## src/rtl/axis_seq_pkg.sv

```systemverilog
// rtl/axis_seq_pkg.sv - shared state, header and error-bit definitions for the frame sequencer
package axis_seq_pkg;

   typedef enum logic [2:0] {
      S_IDLE,
      S_HDR,
      S_WEIGHT,
      S_DATA,
      S_WAIT_OUT,
      S_DISCARD
   } seq_state_t;

   localparam int HDR_LEN_LSB      = 0;
   localparam int ERR_EARLY_LAST   = 0;
   localparam int ERR_MISSING_LAST = 1;
   localparam int ERR_RESULT       = 2;

   // The weight flag sits directly above the length field, whose width is a module parameter.
   function automatic int hdr_wflag_bit(input int len_w);
      return HDR_LEN_LSB + len_w;
   endfunction

endpackage

```

## src/rtl/seq_result_counter.sv

```systemverilog
// rtl/seq_result_counter.sv - result path: counts results, marks frame end, watchdog and stray-result check
module seq_result_counter
   import axis_seq_pkg::*;
#(
   parameter int DATA_W  = 64,
   parameter int LEN_W   = 16,
   parameter int TIMEOUT = 4096
) (
   input  logic              aclk,
   input  logic              areset,
   input  logic              i_active,
   input  logic              i_in_wait,
   input  logic              i_clear,
   input  logic              i_set_exp,
   input  logic [LEN_W-1:0]  i_exp,
   input  logic [DATA_W-1:0] i_y_data,
   input  logic              i_y_valid,
   output logic [DATA_W-1:0] o_m_tdata,
   output logic              o_m_tvalid,
   output logic              o_m_tlast,
   output logic              o_frame_done,
   output logic              o_done,
   output logic              o_timeout,
   output logic              o_unexpected
);

   localparam int WD_W = $clog2(TIMEOUT + 1);
   localparam logic [WD_W-1:0] WD_LAST = WD_W'(TIMEOUT - 1);

   logic [LEN_W-1:0]  r_count;
   logic [LEN_W-1:0]  r_exp;
   logic [WD_W-1:0]   r_wd;
   logic [DATA_W-1:0] r_m_tdata;
   logic              r_m_tvalid;
   logic              r_m_tlast;
   logic              r_frame_done;

   logic              w_room;
   logic              w_emit;
   logic              w_reach;
   logic [LEN_W-1:0]  w_count_inc;

   assign w_count_inc  = r_count + 1'b1;
   assign w_room       = (r_count != r_exp);
   assign w_emit       = i_active & i_y_valid & w_room;
   assign w_reach      = (w_count_inc == r_exp);
   assign o_done       = ~w_room;
   assign o_unexpected = i_y_valid & ~w_emit;
   // Watchdog fires on the TIMEOUT-th consecutive result-free cycle while results are still owed.
   assign o_timeout    = i_in_wait & w_room & ~i_y_valid & (r_wd == WD_LAST);

   always_ff @(posedge aclk) begin
      if (areset) begin
         r_count      <= '0;
         r_exp        <= '0;
         r_wd         <= '0;
         r_m_tdata    <= '0;
         r_m_tvalid   <= 1'b0;
         r_m_tlast    <= 1'b0;
         r_frame_done <= 1'b0;
      end else begin
         r_m_tdata    <= i_y_data;
         r_m_tvalid   <= w_emit;
         r_m_tlast    <= w_emit & w_reach;
         r_frame_done <= w_emit & w_reach;
         if (i_clear) begin
            r_count <= '0;
         end else if (w_emit) begin
            r_count <= w_count_inc;
         end
         if (i_set_exp) begin
            r_exp <= i_exp;
         end
         if (!i_in_wait || i_y_valid) begin
            r_wd <= '0;
         end else if (w_room) begin
            r_wd <= r_wd + 1'b1;
         end
      end
   end

   assign o_m_tdata    = r_m_tdata;
   assign o_m_tvalid   = r_m_tvalid;
   assign o_m_tlast    = r_m_tlast;
   assign o_frame_done = r_frame_done;

endmodule

```

## src/rtl/axis_frame_sequencer.sv

```systemverilog
// rtl/axis_frame_sequencer.sv - frame sequencer between DMA streams and the process core
// Parses the header, forwards weight and data beats, and checks frame integrity.
module axis_frame_sequencer
   import axis_seq_pkg::*;
#(
   parameter int DATA_W  = 64,
   parameter int N       = 8,
   parameter int LEN_W   = 16,
   parameter int TIMEOUT = 4096
) (
   input  logic              aclk,
   input  logic              areset,
   input  logic [DATA_W-1:0] s_tdata,
   input  logic              s_tvalid,
   input  logic              s_tlast,
   output logic              s_tready,
   output logic [DATA_W-1:0] core_tdata,
   output logic              core_w_valid,
   output logic              core_x_valid,
   output logic              core_x_last,
   input  logic [DATA_W-1:0] core_y_data,
   input  logic              core_y_valid,
   output logic [DATA_W-1:0] m_tdata,
   output logic              m_tvalid,
   output logic              m_tlast,
   output logic              busy,
   output logic              frame_done,
   output logic [2:0]        err_flags
);

   localparam int HDR_WFLAG_BIT = hdr_wflag_bit(LEN_W);
   localparam int WC_W = $clog2(N + 1);

   seq_state_t        r_state;
   logic [LEN_W-1:0]  r_len;
   logic [LEN_W-1:0]  r_dcnt;
   logic [WC_W-1:0]   r_wcnt;
   logic [2:0]        r_err;
   logic [DATA_W-1:0] r_core_tdata;
   logic              r_core_w_valid;
   logic              r_core_x_valid;
   logic              r_core_x_last;

   logic              w_acc;
   logic              w_hdr_acc;
   logic              w_early_last;
   logic              w_data_last;
   logic              w_res_active;
   logic              w_done;
   logic              w_timeout;
   logic              w_unexp;
   logic [LEN_W-1:0]  w_hdr_len;
   logic [LEN_W-1:0]  w_next_dcnt;

   assign s_tready     = (r_state == S_HDR) || (r_state == S_WEIGHT) ||
                         (r_state == S_DATA) || (r_state == S_DISCARD);
   assign w_acc        = s_tvalid & s_tready;
   assign w_hdr_len    = s_tdata[HDR_LEN_LSB +: LEN_W];
   assign w_next_dcnt  = r_dcnt + 1'b1;
   assign w_data_last  = (w_next_dcnt == r_len);
   assign w_hdr_acc    = w_acc & (r_state == S_HDR);
   assign w_early_last = w_acc & (r_state == S_DATA) & s_tlast & ~w_data_last;
   // Results may overlap the input phases, so the result path runs outside IDLE/HDR.
   assign w_res_active = (r_state == S_WEIGHT) || (r_state == S_DATA) ||
                         (r_state == S_DISCARD) || (r_state == S_WAIT_OUT);

   seq_result_counter #(
      .DATA_W  (DATA_W),
      .LEN_W   (LEN_W),
      .TIMEOUT (TIMEOUT)
   ) u_res (
      .aclk         (aclk),
      .areset       (areset),
      .i_active     (w_res_active),
      .i_in_wait    (r_state == S_WAIT_OUT),
      .i_clear      (w_hdr_acc),
      .i_set_exp    (w_hdr_acc | w_early_last),
      .i_exp        (w_hdr_acc ? w_hdr_len : w_next_dcnt),
      .i_y_data     (core_y_data),
      .i_y_valid    (core_y_valid),
      .o_m_tdata    (m_tdata),
      .o_m_tvalid   (m_tvalid),
      .o_m_tlast    (m_tlast),
      .o_frame_done (frame_done),
      .o_done       (w_done),
      .o_timeout    (w_timeout),
      .o_unexpected (w_unexp)
   );

   always_ff @(posedge aclk) begin
      if (areset) begin
         r_state        <= S_IDLE;
         r_len          <= '0;
         r_dcnt         <= '0;
         r_wcnt         <= '0;
         r_err          <= '0;
         r_core_tdata   <= '0;
         r_core_w_valid <= 1'b0;
         r_core_x_valid <= 1'b0;
         r_core_x_last  <= 1'b0;
      end else begin
         r_core_tdata   <= s_tdata;
         r_core_w_valid <= 1'b0;
         r_core_x_valid <= 1'b0;
         r_core_x_last  <= 1'b0;
         if (w_unexp || w_timeout) begin
            r_err[ERR_RESULT] <= 1'b1;
         end
         case (r_state)
            S_IDLE: r_state <= S_HDR;
            S_HDR: begin
               if (w_acc) begin
                  r_len  <= w_hdr_len;
                  r_dcnt <= '0;
                  r_wcnt <= '0;
                  if (w_hdr_len == '0) begin
                     r_err[ERR_EARLY_LAST] <= 1'b1;
                     r_state <= s_tlast ? S_IDLE : S_DISCARD;
                  end else if (s_tlast) begin
                     r_err[ERR_EARLY_LAST] <= 1'b1;
                     r_state <= S_IDLE;
                  end else begin
                     r_state <= s_tdata[HDR_WFLAG_BIT] ? S_WEIGHT : S_DATA;
                  end
               end
            end
            S_WEIGHT: begin
               if (w_acc) begin
                  if (s_tlast) begin
                     r_err[ERR_EARLY_LAST] <= 1'b1;
                     r_state <= S_IDLE;
                  end else begin
                     r_core_w_valid <= 1'b1;
                     r_wcnt <= r_wcnt + 1'b1;
                     if (r_wcnt == WC_W'(N - 1)) begin
                        r_state <= S_DATA;
                     end
                  end
               end
            end
            S_DATA: begin
               if (w_acc) begin
                  r_core_x_valid <= 1'b1;
                  r_core_x_last  <= w_data_last | s_tlast;
                  r_dcnt         <= w_next_dcnt;
                  if (s_tlast) begin
                     if (!w_data_last) begin
                        r_err[ERR_EARLY_LAST] <= 1'b1;
                     end
                     r_state <= S_WAIT_OUT;
                  end else if (w_data_last) begin
                     r_err[ERR_MISSING_LAST] <= 1'b1;
                     r_state <= S_DISCARD;
                  end
               end
            end
            S_DISCARD: begin
               if (w_acc && s_tlast) begin
                  r_state <= S_WAIT_OUT;
               end
            end
            S_WAIT_OUT: begin
               if (w_done || w_timeout) begin
                  r_state <= S_IDLE;
               end
            end
            default: r_state <= S_IDLE;
         endcase
      end
   end

   assign core_tdata   = r_core_tdata;
   assign core_w_valid = r_core_w_valid;
   assign core_x_valid = r_core_x_valid;
   assign core_x_last  = r_core_x_last;
   assign busy         = (r_state != S_IDLE);
   assign err_flags    = r_err;

endmodule
```

## config.mk

```make
export PLATFORM = sky130hd
export DESIGN_NAME = axis_frame_sequencer
export DESIGN_NICKNAME = d
export VERILOG_FILES = /design/src/rtl/axis_seq_pkg.sv /design/src/rtl/seq_result_counter.sv /design/src/rtl/axis_frame_sequencer.sv
export SDC_FILE = /design/constraint.sdc
export NUM_CORES = 1
export LEC_CHECK = 0
export CAP_MARGIN = 20
export CORE_ASPECT_RATIO = 1.75
export CORE_MARGIN = 4
export CORE_UTILIZATION = 30
export CTS_CLUSTER_SIZE = 40
export DETAILED_ROUTE_END_ITERATION = 6
export PLACE_DENSITY = 0.58
export SLEW_MARGIN = 5
export SYNTH_ARGS = -nofsm -noshare
export SYNTH_HDL_FRONTEND = slang
export SYNTH_SLANG_ARGS = --single-unit
```

## constraint.sdc

```tcl
create_clock -name aclk -period 7.34 [get_ports aclk]
set_clock_uncertainty 0.15 [all_clocks]
set_input_delay 1.468 -clock aclk [delete_from_list [all_inputs] [get_ports aclk]]
set_output_delay 1.468 -clock aclk [all_outputs]
set_load 0.02 [all_outputs]
```

==> impl_metrics.json, run 1 <==
{
  "status": "finished clean",
  "crit_path_start_kind": "register",
  "cts_htree_levels": 1,
  "rr_worst_depth": 10,
  "max_freq_mhz": 250,
  "rows": 81,
  "worstHoldPathType": "reg2reg",
  "cts-resized-gates": 0,
  "r2r_end": "u_res.r_exp[10]",
  "cts_setup_buffers": 0,
  "vias_per_cell": 4.68,
  "ys_seq_area_frac": 0.510,
  "gr-usage-all-layers": 0.172,
  "drc": 0,
  "grt_first_pass_wirelength_mm": 41.8,
  "ys_ff_latch": 220,
  "dr.first_iter.drc_count": 240,
  "pin_count": 272,
  "ir_worst_vdd_mv": 0.169,
  "drive_gt1_frac": 0.0530,
  "area_growth_pct": 43.8,
  "synth_ff_type": "dfxtp_1",
  "cp_data_required_time_ns": 5.72,
  "worst_pin_slew_ns": 0.958,
  "cts_sinks": 220,
  "wirelength_mm": 27.9,
  "syn_avg_cell_area_um2": 9.34,
  "synth_edf_count": 0,
  "numCtsBuffers": 23,
  "min_period_ns": 4.00,
  "insertion_delay_ns": 0.54,
  "slew_viol_final": 0,
  "path_common_cell": "nand2_1",
  "cts_hold_buf": 0,
  "grt_overflow": 0,
  "antennaDiodeCount": 0,
  "cp.depth": 4,
  "fp.dieW_um": 136,
  "clock-root-buffer": "clkbuf_16",
  "cp.arrival_ns": 2.39,
  "antenna_left": 0,
  "r2r_slack_ns": 3.69,
  "wl_per_cell_um": 17.9,
  "power_density_nw_per_um2": 235,
  "dp_hpwl_mm": 21.5,
  "final_core_util": 0.441,
  "synth-async-reset-ratio": 0,
  "antenna_found_initial": 0,
  "die_area_um2": 31700,
  "port_buffers": 271,
  "endpoint_kind": "output port",
  "crit_path_max_fanout": 15,
  "multiInputGateArea_um2": 3940,
  "maxCapViolCount": 0,
  "ys.warnings.count": 0,
  "dp_cells": 1521,
  "slew_headroom": 0.361,
  "setup_violations": 0,
  "cts.reportedPaths.clkPinSlew_ns": 0.06,
  "cts_tree": "yes",
  "initial_core_util": 0.307,
  "hp-start": "r_len[2]",
  "hold_depth": 2,
  "critPathTopFamily": "buffers and inverters",
  "min_to": "r_len[2]",
  "ys_types": 70,
  "die_h_um": 232,
  "syn-cell-area_um2": 8640,
  "layout.nets": 1311,
  "synth_top_area_frac": 0.510,
  "first_global_vias": 7203,
  "critPathSlowestCell": "dfxtp_1",
  "crit_buf_inv": 2,
  "power.leakage_uw": 0.00455,
  "yosys.area.top_type": "dfxtp_1",
  "synth_area_leaders": "dfxtp_1 (51%), nor2b_1 (9.7%), xor2_1 (4.2%)",
  "slowest_delay_ns": 0.66,
  "clk_path_buf_depth": 3,
  "synth_most_common_cell": "dfxtp_1",
  "worstSetupPathType": "reg2out",
  "hold_violations": 0,
  "firstDrtPassIters": 4,
  "grt_start_max_net_pins": 97,
  "via_count": 7313,
  "syn_nets": 1063,
  "globalplace.congestion": 0.922,
  "fill_cells": 2804,
  "regArea_um2": 4400,
  "synth_commonest_cells": "dfxtp_1 (220), nor2b_1 (134), nand2_1 (86)",
  "fp.coreArea_um2": 28200,
  "synth_cells": 925,
  "rsz0062_at_grt": "no",
  "layout.cells.non_filler": 1562,
  "finalCritPeriodShare": 0.546,
  "crit_chain": "inv_1 > nand2_1 > nand2_1 > clkdlybuf4s50_1",
  "finalSetupTns_ns": 0,
  "worstReg2RegStart": "r_dcnt[0]"
}
flip-flops by register name (all words and copies together) (netlist names):
signal and flops:
core_tdata 64, u_res.o_m_tdata 64, r_dcnt 16, r_len 16, u_res.r_count 16, u_res.r_exp 16, u_res.r_wd 13, r_wcnt 4
err_flags 3, r_state 3, core_w_valid 1, core_x_last 1, core_x_valid 1, u_res.o_m_tlast 1, u_res.o_m_tvalid 1
power breakdown:
group | switching [uW] | total [uW] | internal, uW
combinational | 205 | 407 | 202
sequential | 33.0 | 1280 | 1250
clock | 486 | 1230 | 745
total | 724 | 2920 | 2200
kinds of logic after synthesis:
kind of cell	after synthesis	share of synthesized area
buffers and inverters	67	0.0338
flip-flops	220	0.510
multiplexers	12	0.0143
adder cells (fa/ha/maj)	5	0.00724
AND/OR/NAND/NOR	411	0.255
AO/OA/AOI/OAI	133	0.0998
XOR/XNOR	77	0.0797
stage by stage:
step,instance area (um2),hold WS (ns),setup WS [ns],total power [uW]
6_report,12400,0.319,3.34,2920
5_1_grt,12400,0.341,3.12,3050
4_1_cts,12400,0.322,3.24,2980
3_5_place_dp,11600,0.313,3.28,1720
3_3_place_gp,11600,0.305,3.32,1720
2_1_floorplan,8640,0.298,4.02,1510
how the worst max path moves through the flow:
stage	endpoint	from
after floorplan	r_state[2]	core_y_valid
after global placement	u_res.r_exp[13]	s_tvalid
after detailed placement	u_res.r_exp[13]	s_tvalid
after CTS	s_tready	r_state[1]
after global routing	s_tready	r_state[1]
final	s_tready	r_state[1]
worst register-to-register path, delay by kind of cell (launching register included):
family,cells,cell delay [ns]
and+or+nand+nor,4,1.14
AOI/OAI and AO/OA,3,0.64
DFF,1,0.56
adders and majority gates,1,0.41
muxes,1,0.37
buffers and inverters,1,0.30
final cells by class:
| cell class | instances | share of cell area |
|---|---|---|
| tap | 373 | 0.0376 |
| clock buffer | 32 | 0.0539 |
| multi-input combinational | 638 | 0.317 |
| clock inverter | 9 | 0.0111 |
| timing repair buffer | 276 | 0.221 |
| inverter | 14 | 0.00423 |
| sequential | 220 | 0.355 |
layout by cell type, fill, tap and decap left out, types with 6 or more instances in the layout:
master	Yosys	routed
o21a_1	6	6
nor4_1	10	10
a31oi_1	7	7
clkdlybuf4s50_1	0	270
a21oi_1	57	57
xnor2_1	35	35
a22oi_1	7	7
nand2_1	86	86
mux2i_1	9	9
clkbuf_8	0	6
nand3_1	23	23
inv_1	13	13
nor2b_1	134	134
nor3_1	20	20
o21ai_0	23	23
nor2_1	71	71
clkbuf_16	0	23
nand4_1	15	15
dfxtp_1	220	220
or3_1	9	9
xor2_1	41	41
routing by layer:
metal | wire, um | track usage
met3 | 1610 | 0.0279
met2 | 15100 | 0.330
met5 | 0 | 0
met4 | 1660 | 0.105
met1 | 9540 | 0.166
Power figures use the tool's default switching activity.
==> inputs of run 2 (changes only) <==
--- a/config.mk
+++ b/config.mk
@@ -11,7 +11,7 @@
 export CORE_UTILIZATION = 30
 export CTS_CLUSTER_SIZE = 40
 export DETAILED_ROUTE_END_ITERATION = 6
-export PLACE_DENSITY = 0.58
+export PLACE_DENSITY = 0.6
 export SLEW_MARGIN = 5
 export SYNTH_ARGS = -nofsm -noshare
 export SYNTH_HDL_FRONTEND = slang
==> constraint.sdc (replaced) <==
create_clock -name aclk -period 3.57 [get_ports aclk]
set_clock_uncertainty 0.15 [all_clocks]
set_input_delay 0.714 -clock aclk [delete_from_list [all_inputs] [get_ports aclk]]
set_output_delay 0.714 -clock aclk [all_outputs]
set_load 0.02 [all_outputs]
==> run 2 against run 1 <==
Compared with the run above:
- non-clock buffer count is 20 higher
- clock power is 97% higher
- final cell count is 1.2% higher
- largest cell class unchanged
- utilization is 0.37 points higher
- wire length is 2.8% higher
- critical path type is now reg2reg
- design area is 0.85% higher
- sequential share of layout area is 0.30 points lower
- sequential power is 110% higher
- combinational power is 110% higher
==> impl_metrics.json, run 2 (synthesis gave the netlist of run 1 again) <==
{
  "clkPwrFrac": 0.408,
  "vias_per_cell": 4.64,
  "hold_violations": 0,
  "layout.nets": 1331,
  "p_comb_frac": 0.147,
  "max_freq_mhz": 296,
  "crit_buf_inv": 1,
  "slew_headroom": 0.532,
  "rsz0062_at_grt": "no",
  "pin_count": 272,
  "area_growth_pct": 45.1,
  "via_count": 7341,
  "die_h_um": 232,
  "initial_core_util": 0.307,
  "setup_violations": 0,
  "worstHoldPathType": "reg2reg",
  "endpoint_kind": "register",
  "wl_per_cell_um": 18.2,
  "die_area_um2": 31700,
  "fill_cells": 2854,
  "cts_tree": "yes",
  "dr.first_iter.drc_count": 346,
  "top_layer": "met5",
  "cp.arrival_ns": 3.63,
  "p_int_uw": 4440,
  "gr-usage-all-layers": 0.177,
  "worstSetupPathType": "reg2reg",
  "slew_viol_final": 0,
  "critPathSlowestCell": "dfxtp_1",
  "wl_met1_mm": 10.0,
  "worst_pin_slew_ns": 0.702,
  "globalplace.congestion": 0.911,
  "cts_htree_levels": 1,
  "rows": 81,
  "grt_start_max_net_pins": 101,
  "swShare": 0.251,
  "clk_path_buf_depth": 3,
  "finalCritPeriodShare": 0.946,
  "cts_hold_buf": 0,
  "wl_met2_mm": 15.8,
  "firstDrtPassIters": 5,
  "wirelength_mm": 28.7,
  "first_global_vias": 7353,
  "crit_chain": "nand4_4 > or2_1 > a221o_1 > a2111oi_4 > nand4b_2 > o211ai_2 > buf_4 > nor3_1 > a221o_1",
  "final_common_cell": "clkdlybuf4s50_1",
  "final_cell_mix": "clkdlybuf4s50_1 (270), dfxtp_1 (220), nor2b_1 (134), nand2_1 (86), nor2_1 (71)",
  "numCtsBuffers": 23,
  "maxCapViolCount": 0,
  "cp_data_required_time_ns": 3.83,
  "power.leakage_uw": 0.00463,
  "cts_sinks": 220,
  "drive_gt1_frac": 0.0646,
  "insertion_delay_ns": 0.52,
  "clock-root-buffer": "clkbuf_16",
  "cts-resized-gates": 0,
  "crit_path_start_kind": "register",
  "status": "finished clean",
  "path_common_cell": "a221o_1",
  "power.total_uw": 5930,
  "slowest_delay_ns": 0.56,
  "crit_path_max_fanout": 10,
  "cts.reportedPaths.clkPinSlew_ns": 0.06,
  "power_density_nw_per_um2": 473,
  "antennaDiodeCount": 0,
  "dp_hpwl_mm": 22.3,
  "antenna_left": 0,
  "port_buffers": 271,
  "finalSetupTns_ns": 0,
  "grt_first_pass_wirelength_mm": 43.1,
  "min_period_ns": 3.38,
  "antenna_found_initial": 1,
  "fp.coreArea_um2": 28200,
  "drc": 0,
  "critPathTopFamily": "compound AO/OA/AOI/OAI gates",
  "fp.dieW_um": 136,
  "power_switching_uw": 1490,
  "grt_overflow": 0,
  "ir_worst_vdd_mv": 0.422,
  "cts_setup_buffers": 0,
  "timing.hold.ws_ns": 0.322,
  "p_seq_frac": 0.444,
  "routed-wl-met3_mm": 1.48
}
## run 2: changes by cell type in the layout (fill, tap and decap cells not counted), sizes merged
cell      change
clkinv        -2
buf          +20
bufinv        -1
clkbuf        +3
clkinvlp      -1
## run 2: final timing paths
path	startpoint	to	slack [ns]	cells past startpoint
max	r_dcnt[2]	u_res.r_exp[8]	0.19	9
min	err_flags[1]	err_flags[1]	0.32	1
max reg2reg	r_dcnt[2]	u_res.r_exp[8]	0.19	9
min reg2reg	err_flags[1]	err_flags[1]	0.32	1
## run 2: layout make-up
cell class	instances	area, um2	share of cell area
inverter	14	52.6	0.00419
clock inverter	5	78.8	0.00629
timing repair buffer	296	2910	0.233
multi-input combinational	638	3940	0.315
clock buffer	35	671	0.0535
tap	373	467	0.0373
sequential	220	4400	0.352
## run 2: routing by layer
layer  vias up  GRT usage
met4         2     0.0835
li1       3642          -
met5         -          0
met2       214      0.348
met1      3421      0.174
met3        62     0.0299
## run 2: through the flow
step	instances	area (um2)	util	setup WS, ns
after floorplan	925	8640	-	0.615
after global placement	1541	11800	0.418	0.299
after detailed placement	1541	11800	0.418	0.204
after CTS	1581	12500	0.445	0.195
after global routing	1581	12500	0.445	0.0238
final	1581	12500	0.445	0.194
## run 2: power groups by stage
| stage | combinational [uW] | sequential [uW] | clock [uW] |
|---|---|---|---|
| 2_1_floorplan | 327 | 2770 | 0 |
| 3_3_place_gp | 877 | 2690 | 0 |
| 3_5_place_dp | 879 | 2690 | 0 |
| 4_1_cts | 884 | 2630 | 2500 |
| 5_1_grt | 937 | 2640 | 2590 |
| 6_report | 873 | 2630 | 2420 |
